--- config.mk ---
export PLATFORM = sky130hd
export DESIGN_NAME = rr_arbiter_flat
export DESIGN_NICKNAME = d
export VERILOG_FILES = /design/src/rtl/rr_arbiter_if.sv /design/src/rtl/rr_arbiter.sv /design/src/flat_wrapper.sv
export SDC_FILE = /design/constraint.sdc
export NUM_CORES = 1
export LEC_CHECK = 0
export CAP_MARGIN = 20
export CORE_MARGIN = 2
export CORE_UTILIZATION = 49
export DETAILED_ROUTE_END_ITERATION = 12
export PLACE_DENSITY_LB_ADDON = 0.08
export SLEW_MARGIN = 40
export SYNTH_ARGS = -nofsm -noshare
export SYNTH_HDL_FRONTEND = slang
export SYNTH_SLANG_ARGS = --single-unit
--- constraint.sdc ---
create_clock -name clk_i -period 2 [get_ports clk_i]
set_clock_uncertainty 0.15 [all_clocks]
set_input_delay 0.4 -clock clk_i [delete_from_list [all_inputs] [get_ports clk_i]]
set_output_delay 0.4 -clock clk_i [all_outputs]
set_load 0.01 [all_outputs]
--- src/rtl/rr_arbiter_if.sv ---
// ---------------------------------------------------------------------------
// rr_arbiter_if
// Request/grant bundle between a set of requesters and the round-robin
// arbiter that shares one resource among them.
//   req_i       : request vector, bit i = requester i (level-sensitive)
//   gnt_o       : one-hot grant, all-zero when idle
//   gnt_num_o   : index of the current (or last) owner
//   gnt_valid_o : high while any grant is active
// Modports:
//   master : requester side (drives req_i, observes the grant)
//   slave  : arbiter side (observes req_i, drives the grant)
// ---------------------------------------------------------------------------
interface rr_arbiter_if #(
  parameter int REQCNT   = 4,
  parameter int REQWIDTH = $clog2(REQCNT)
);
  logic [REQCNT-1:0]   req_i;
  logic [REQCNT-1:0]   gnt_o;
  logic [REQWIDTH-1:0] gnt_num_o;
  logic                gnt_valid_o;

  modport master (
    output req_i,
    input  gnt_o,
    input  gnt_num_o,
    input  gnt_valid_o
  );

  modport slave (
    input  req_i,
    output gnt_o,
    output gnt_num_o,
    output gnt_valid_o
  );
endinterface

--- src/rtl/rr_arbiter.sv ---
// ---------------------------------------------------------------------------
// rr_arbiter
// Sequential round-robin arbiter. Registers the current owner, keeps the
// grant while the owner holds its request, and forces rotation after
// MAX_HOLD consecutive grant cycles (0 = no limit). The priority pointer
// moves past every finished owner so all active requesters get served.
// Ports:
//   clk_i  : clock, rising edge
//   rst_i  : asynchronous active-high reset
//   bus    : rr_arbiter_if.slave (req_i in; gnt_o, gnt_num_o, gnt_valid_o out)
// Outputs are decoded only from state registers, so there is no
// combinational path from req_i to the grant.
// ---------------------------------------------------------------------------
module rr_arbiter #(
  parameter int REQCNT   = 4,
  parameter int REQWIDTH = $clog2(REQCNT),
  parameter int MAX_HOLD = 16
) (
  input  logic        clk_i,
  input  logic        rst_i,
  rr_arbiter_if.slave bus
);

  localparam int HOLDW = (MAX_HOLD == 0) ? 1 : $clog2(MAX_HOLD + 1);

  typedef enum logic {
    IDLE  = 1'b0,
    GRANT = 1'b1
  } state_t;

  state_t              state_reg, state_next;
  logic [REQWIDTH-1:0] prior_reg, prior_next;
  logic [REQWIDTH-1:0] owner_reg, owner_next;
  logic [HOLDW-1:0]    hold_reg,  hold_next;

  logic [REQWIDTH-1:0] owner_inc;     // (owner + 1) mod REQCNT
  logic [REQWIDTH-1:0] search_start;
  logic                win_found;
  logic [REQWIDTH-1:0] win_idx;
  logic                timeout;
  logic                grant_end;
  logic [REQCNT-1:0]   gnt_vec;

  // Wrap explicitly at REQCNT so a non-power-of-two count never lets the
  // pointer land on a nonexistent requester.
  assign owner_inc = (owner_reg == REQWIDTH'(REQCNT - 1)) ? '0
                                                          : owner_reg + REQWIDTH'(1);

  // While granting, the only search whose result is used is the one at the
  // end of the grant, which must already see the advanced pointer. A dropped
  // owner request is already 0 in req_i, so no extra masking is needed; on a
  // timeout the owner stays visible and is found last, after everyone else.
  assign search_start = (state_reg == GRANT) ? owner_inc : prior_reg;

  // Circular first-set search starting at search_start. Iterating from the
  // farthest offset down lets the nearest requester overwrite the result.
  always_comb begin
    int idx;
    win_found = 1'b0;
    win_idx   = '0;
    for (int i = REQCNT - 1; i >= 0; i--) begin
      idx = int'(search_start) + i;
      if (idx >= REQCNT) begin
        idx = idx - REQCNT;
      end
      if (bus.req_i[idx]) begin
        win_found = 1'b1;
        win_idx   = REQWIDTH'(idx);
      end
    end
  end

  assign timeout   = (MAX_HOLD != 0) && (hold_reg == HOLDW'(MAX_HOLD - 1));
  assign grant_end = !bus.req_i[owner_reg] || timeout;

  // Next-state logic
  always_comb begin
    state_next = state_reg;
    prior_next = prior_reg;
    owner_next = owner_reg;
    hold_next  = hold_reg;
    case (state_reg)
      IDLE: begin
        if (win_found) begin
          owner_next = win_idx;
          hold_next  = '0;
          state_next = GRANT;
        end
      end
      GRANT: begin
        if (!grant_end) begin
          hold_next = hold_reg + HOLDW'(1);
        end else begin
          prior_next = owner_inc;
          if (win_found) begin
            // Hand over without an idle bubble.
            owner_next = win_idx;
            hold_next  = '0;
          end else begin
            state_next = IDLE;
          end
        end
      end
      default: begin
        state_next = IDLE;
      end
    endcase
  end

  always_ff @(posedge clk_i or posedge rst_i) begin
    if (rst_i) begin
      state_reg <= IDLE;
      prior_reg <= '0;
      owner_reg <= '0;
      hold_reg  <= '0;
    end else begin
      state_reg <= state_next;
      prior_reg <= prior_next;
      owner_reg <= owner_next;
      hold_reg  <= hold_next;
    end
  end

  // One-hot decode of the registered owner.
  for (genvar gi = 0; gi < REQCNT; gi++) begin : g_gnt
    assign gnt_vec[gi] = (state_reg == GRANT) && (owner_reg == REQWIDTH'(gi));
  end

  assign bus.gnt_o       = gnt_vec;
  assign bus.gnt_num_o   = owner_reg;
  assign bus.gnt_valid_o = (state_reg == GRANT);

endmodule

--- src/flat_wrapper.sv ---
// flat-port wrapper written by rule: the top's interface ports become plain ports
module rr_arbiter_flat 
#(
  parameter int REQCNT   = 4,
  parameter int REQWIDTH = $clog2(REQCNT),
  parameter int MAX_HOLD = 16
)
  (clk_i, rst_i, bus_req_i, bus_gnt_o, bus_gnt_num_o, bus_gnt_valid_o);
  rr_arbiter_if #(.REQCNT(REQCNT), .REQWIDTH(REQWIDTH)) bus_i ();
  input  logic clk_i;
  input  logic rst_i;
  input wire logic [$bits(bus_i.req_i)-1:0] bus_req_i;
  output wire logic [$bits(bus_i.gnt_o)-1:0] bus_gnt_o;
  output wire logic [$bits(bus_i.gnt_num_o)-1:0] bus_gnt_num_o;
  output wire logic [$bits(bus_i.gnt_valid_o)-1:0] bus_gnt_valid_o;
  assign bus_i.req_i = bus_req_i;
  assign bus_gnt_o = bus_i.gnt_o;
  assign bus_gnt_num_o = bus_i.gnt_num_o;
  assign bus_gnt_valid_o = bus_i.gnt_valid_o;
  rr_arbiter #(.REQCNT(REQCNT), .REQWIDTH(REQWIDTH), .MAX_HOLD(MAX_HOLD)) u_core (.clk_i(clk_i), .rst_i(rst_i), .bus(bus_i));
endmodule
==> results.py <==
metrics = {
    "status": {
        "outcome": "completed",
    },
    "layout": {
        "n_antenna_cell": 0,
        "stdcell_count": 106,
        "fin_nets": 104,
        "largest_register_ff_count": 5,
        "design_area_sq_um": 942,
        "drive_gt1_frac": 0.264,
        "syn_to_final_growth_pct": 35.7,
    },
    "clock_tree": {
        "clock_sinks": 10,
        "root_buffer": "clkbuf_4",
        "cts_tree": "yes",
        "clock_latency_ns": 0.27,
        "clk_pin_slew_ns": 0.07,
        "clock_path_buffers": 2,
        "ctsHoldBuffers": 0,
        "htreeDepth": 1,
        "numCtsBuffers": 3,
    },
    "detailed_routing": {
        "first_pass_iters": 4,
        "avgViaCountPerCell": 5.66,
        "antenna_left": 0,
        "avgRoutedWirePerCell_microns": 13.9,
        "drt-initial-drc-count": 22,
        "wirelength_microns": 1470,
        "route.detailed.drc": 0,
        "vias": 600,
    },
    "place": {
        "dpl.hpwl_microns": 1130,
        "place_inst": 100,
        "gp_congestion": 0.798,
        "port_buffers": 12,
        "dpl-instance-area_sq_um": 881,
    },
    "critical_path": {
        "critPathMaxFanout": 4,
        "cp-startpoint": "u_core.bus.gnt_num_o[0]",
        "critPathKind": "flip-flop to output port",
        "cp-start-kind": "flip-flop",
        "arrival_ns": 1.39,
        "r2r-start": "u_core.bus.gnt_num_o[0]",
        "required_ns": 1.45,
        "end_kind": "output port",
    },
    "global_route": {
        "grt_use_total": 0.197,
        "grt_max_degree": 12,
        "grt_pass1_wl_microns": 2570,
        "grt_pass1_vias": 557,
        "antenna_found_initial": 0,
        "grt.overflow.total": 0,
    },
    "yosys": {
        "synth_top_area_frac": 0.360,
        "ys.flop_type": "dfrtp_1",
        "synth_top_cell_by_area": "dfrtp_1",
        "syn_avg_cell_area_sq_um": 10.4,
        "synth-edff-count": 0,
        "netlist_instances": 67,
        "synthTopCellsByCount": "dfrtp_1 (10), ha_1 (6), inv_1 (6)",
        "synth_area_sq_um": 694,
        "synth_seq_area_share": 0.360,
        "syn_nets": 79,
        "synth_most_common_cell": "dfrtp_1",
        "synthTopCellsByArea": "dfrtp_1 (36%), ha_1 (11%), o41ai_2 (4.7%)",
        "yosys_warnings": 0,
        "async_flop_share": 1.00,
        "synth_cell_types": 30,
        "yosys_register_bits": 10,
    },
    "worst_hold_path": {
        "hold_path_class": "input port to async pin",
    },
    "die": {
        "initial_utilization": 0.527,
        "core-area_sq_mm": 0.00132,
        "row_count": 13,
        "pin_count": 13,
        "die_area_sq_mm": 0.00173,
        "die_h_microns": 41.6,
        "die_w_microns": 41.6,
    },
    "sta": {
        "slew_headroom": 0.766,
        "hold_viol_final": 0,
        "rsz0062_at_grt": "no",
        "setup_tns_ns": 0,
        "fin_crit_sh": 0.970,
        "drv_slew": 0,
        "fin_hold_ws_ns": 0.237,
        "finalSetupViolations": 0,
        "tightestPinTransition_ns": 0.342,
        "max_freq_ghz": 0.516,
        "fin_crit_ns": 1.94,
    },
    "power": {
        "peakVddDrop_v": 0.000738,
        "p_total_mw": 1.22,
        "leakagePower_nw": 0.432,
        "power_density_mw_per_mm2": 1290,
    },
    "job": {
        "cap_violations": 0,
    },
}
-- layout by cell type (no fill, tap or decap), drive strengths merged, types with 2 or more instances in the layout --
cell	netlist	final
dlygate4sd2	0	3
inv	6	6
nor2	2	2
o21ai	5	5
ha	6	6
clkdlybuf4s50	0	8
nand3b	2	2
nand4	2	2
buf	1	9
dfrtp	10	10
o21a	2	2
nand2	4	4
clkbuf	0	4
mux2	3	3
o41ai	2	2
mux2i	2	2
and3	2	2
and2	6	6
-- cells by family after synthesis --
group / after synthesis / synth area share
buffers and inverters: 7 / 0.0396
adder cells (fa/ha/maj): 6 / 0.108
flip-flops: 10 / 0.360
AND/OR/NAND/NOR: 23 / 0.216
multiplexers: 6 / 0.110
AO/OA/AOI/OAI: 15 / 0.166
-- layer usage --
layer	vias to the layer above	GRT usage	part of all wire
met1	280	0.270	0.45
li1	291	-	-
met4	0	0.0387	0.0054
met3	2	0.0783	0.071
met2	27	0.294	0.47
met5	-	0	0
-- layout make-up --
cell class	count	area (sq um)
repair buffers	21	188
inverters	6	22.5
well taps	15	18.8
fillers	97	375
clock buffers	4	36.3
multi-input cells	50	424
flip-flops and latches	10	253
-- stage by stage --
stage / worst slack (ns) / utilization
2_1_floorplan: 0.177 / -
3_3_place_gp: -0.144 / 0.669
3_5_place_dp: -0.180 / 0.669
4_1_cts: 0.0358 / 0.708
5_1_grt: 0.00140 / 0.715
6_report: 0.0608 / 0.715
-- power breakdown --
group	switching, mW	total (mW)	internal, mW	leakage, nW
clock	0.0720	0.182	0.111	0.0210
combinational	0.321	0.698	0.377	0.289
sequential	0.0657	0.338	0.273	0.122
total	0.458	1.22	0.760	0.432
-- worst paths after layout --
kind,end,slack [ns],cells after the start
worst min-delay path,u_core.hold_reg[4],0.24,2
worst min register to register,u_core.hold_reg[3],0.34,1
worst max register to register,u_core.bus.gnt_num_o[1],0.09,6
max in group asynchronous,u_core.bus.gnt_num_o[1],1.16,2
min in group clk_i,u_core.hold_reg[3],0.34,1
worst max-delay path,bus_gnt_o[3],0.06,4
-- critical path, stage by stage, from the launching register on --
cell	delay [ns]
dfrtp_2	0.44
buf_6	0.13
ha_2	0.17
and2_1	0.15
clkdlybuf4s15_1	0.22
-- what timing repair did --
| item | in CTS | in global routing |
|---|---|---|
| setup endpoints to repair | 4 | 3 |
| buffers inserted | 2 | 0 |
| pin swaps | 1 | 5 |
| resized for setup | 8 | 3 |
No activity file was read; power rests on OpenSTA's default activity.
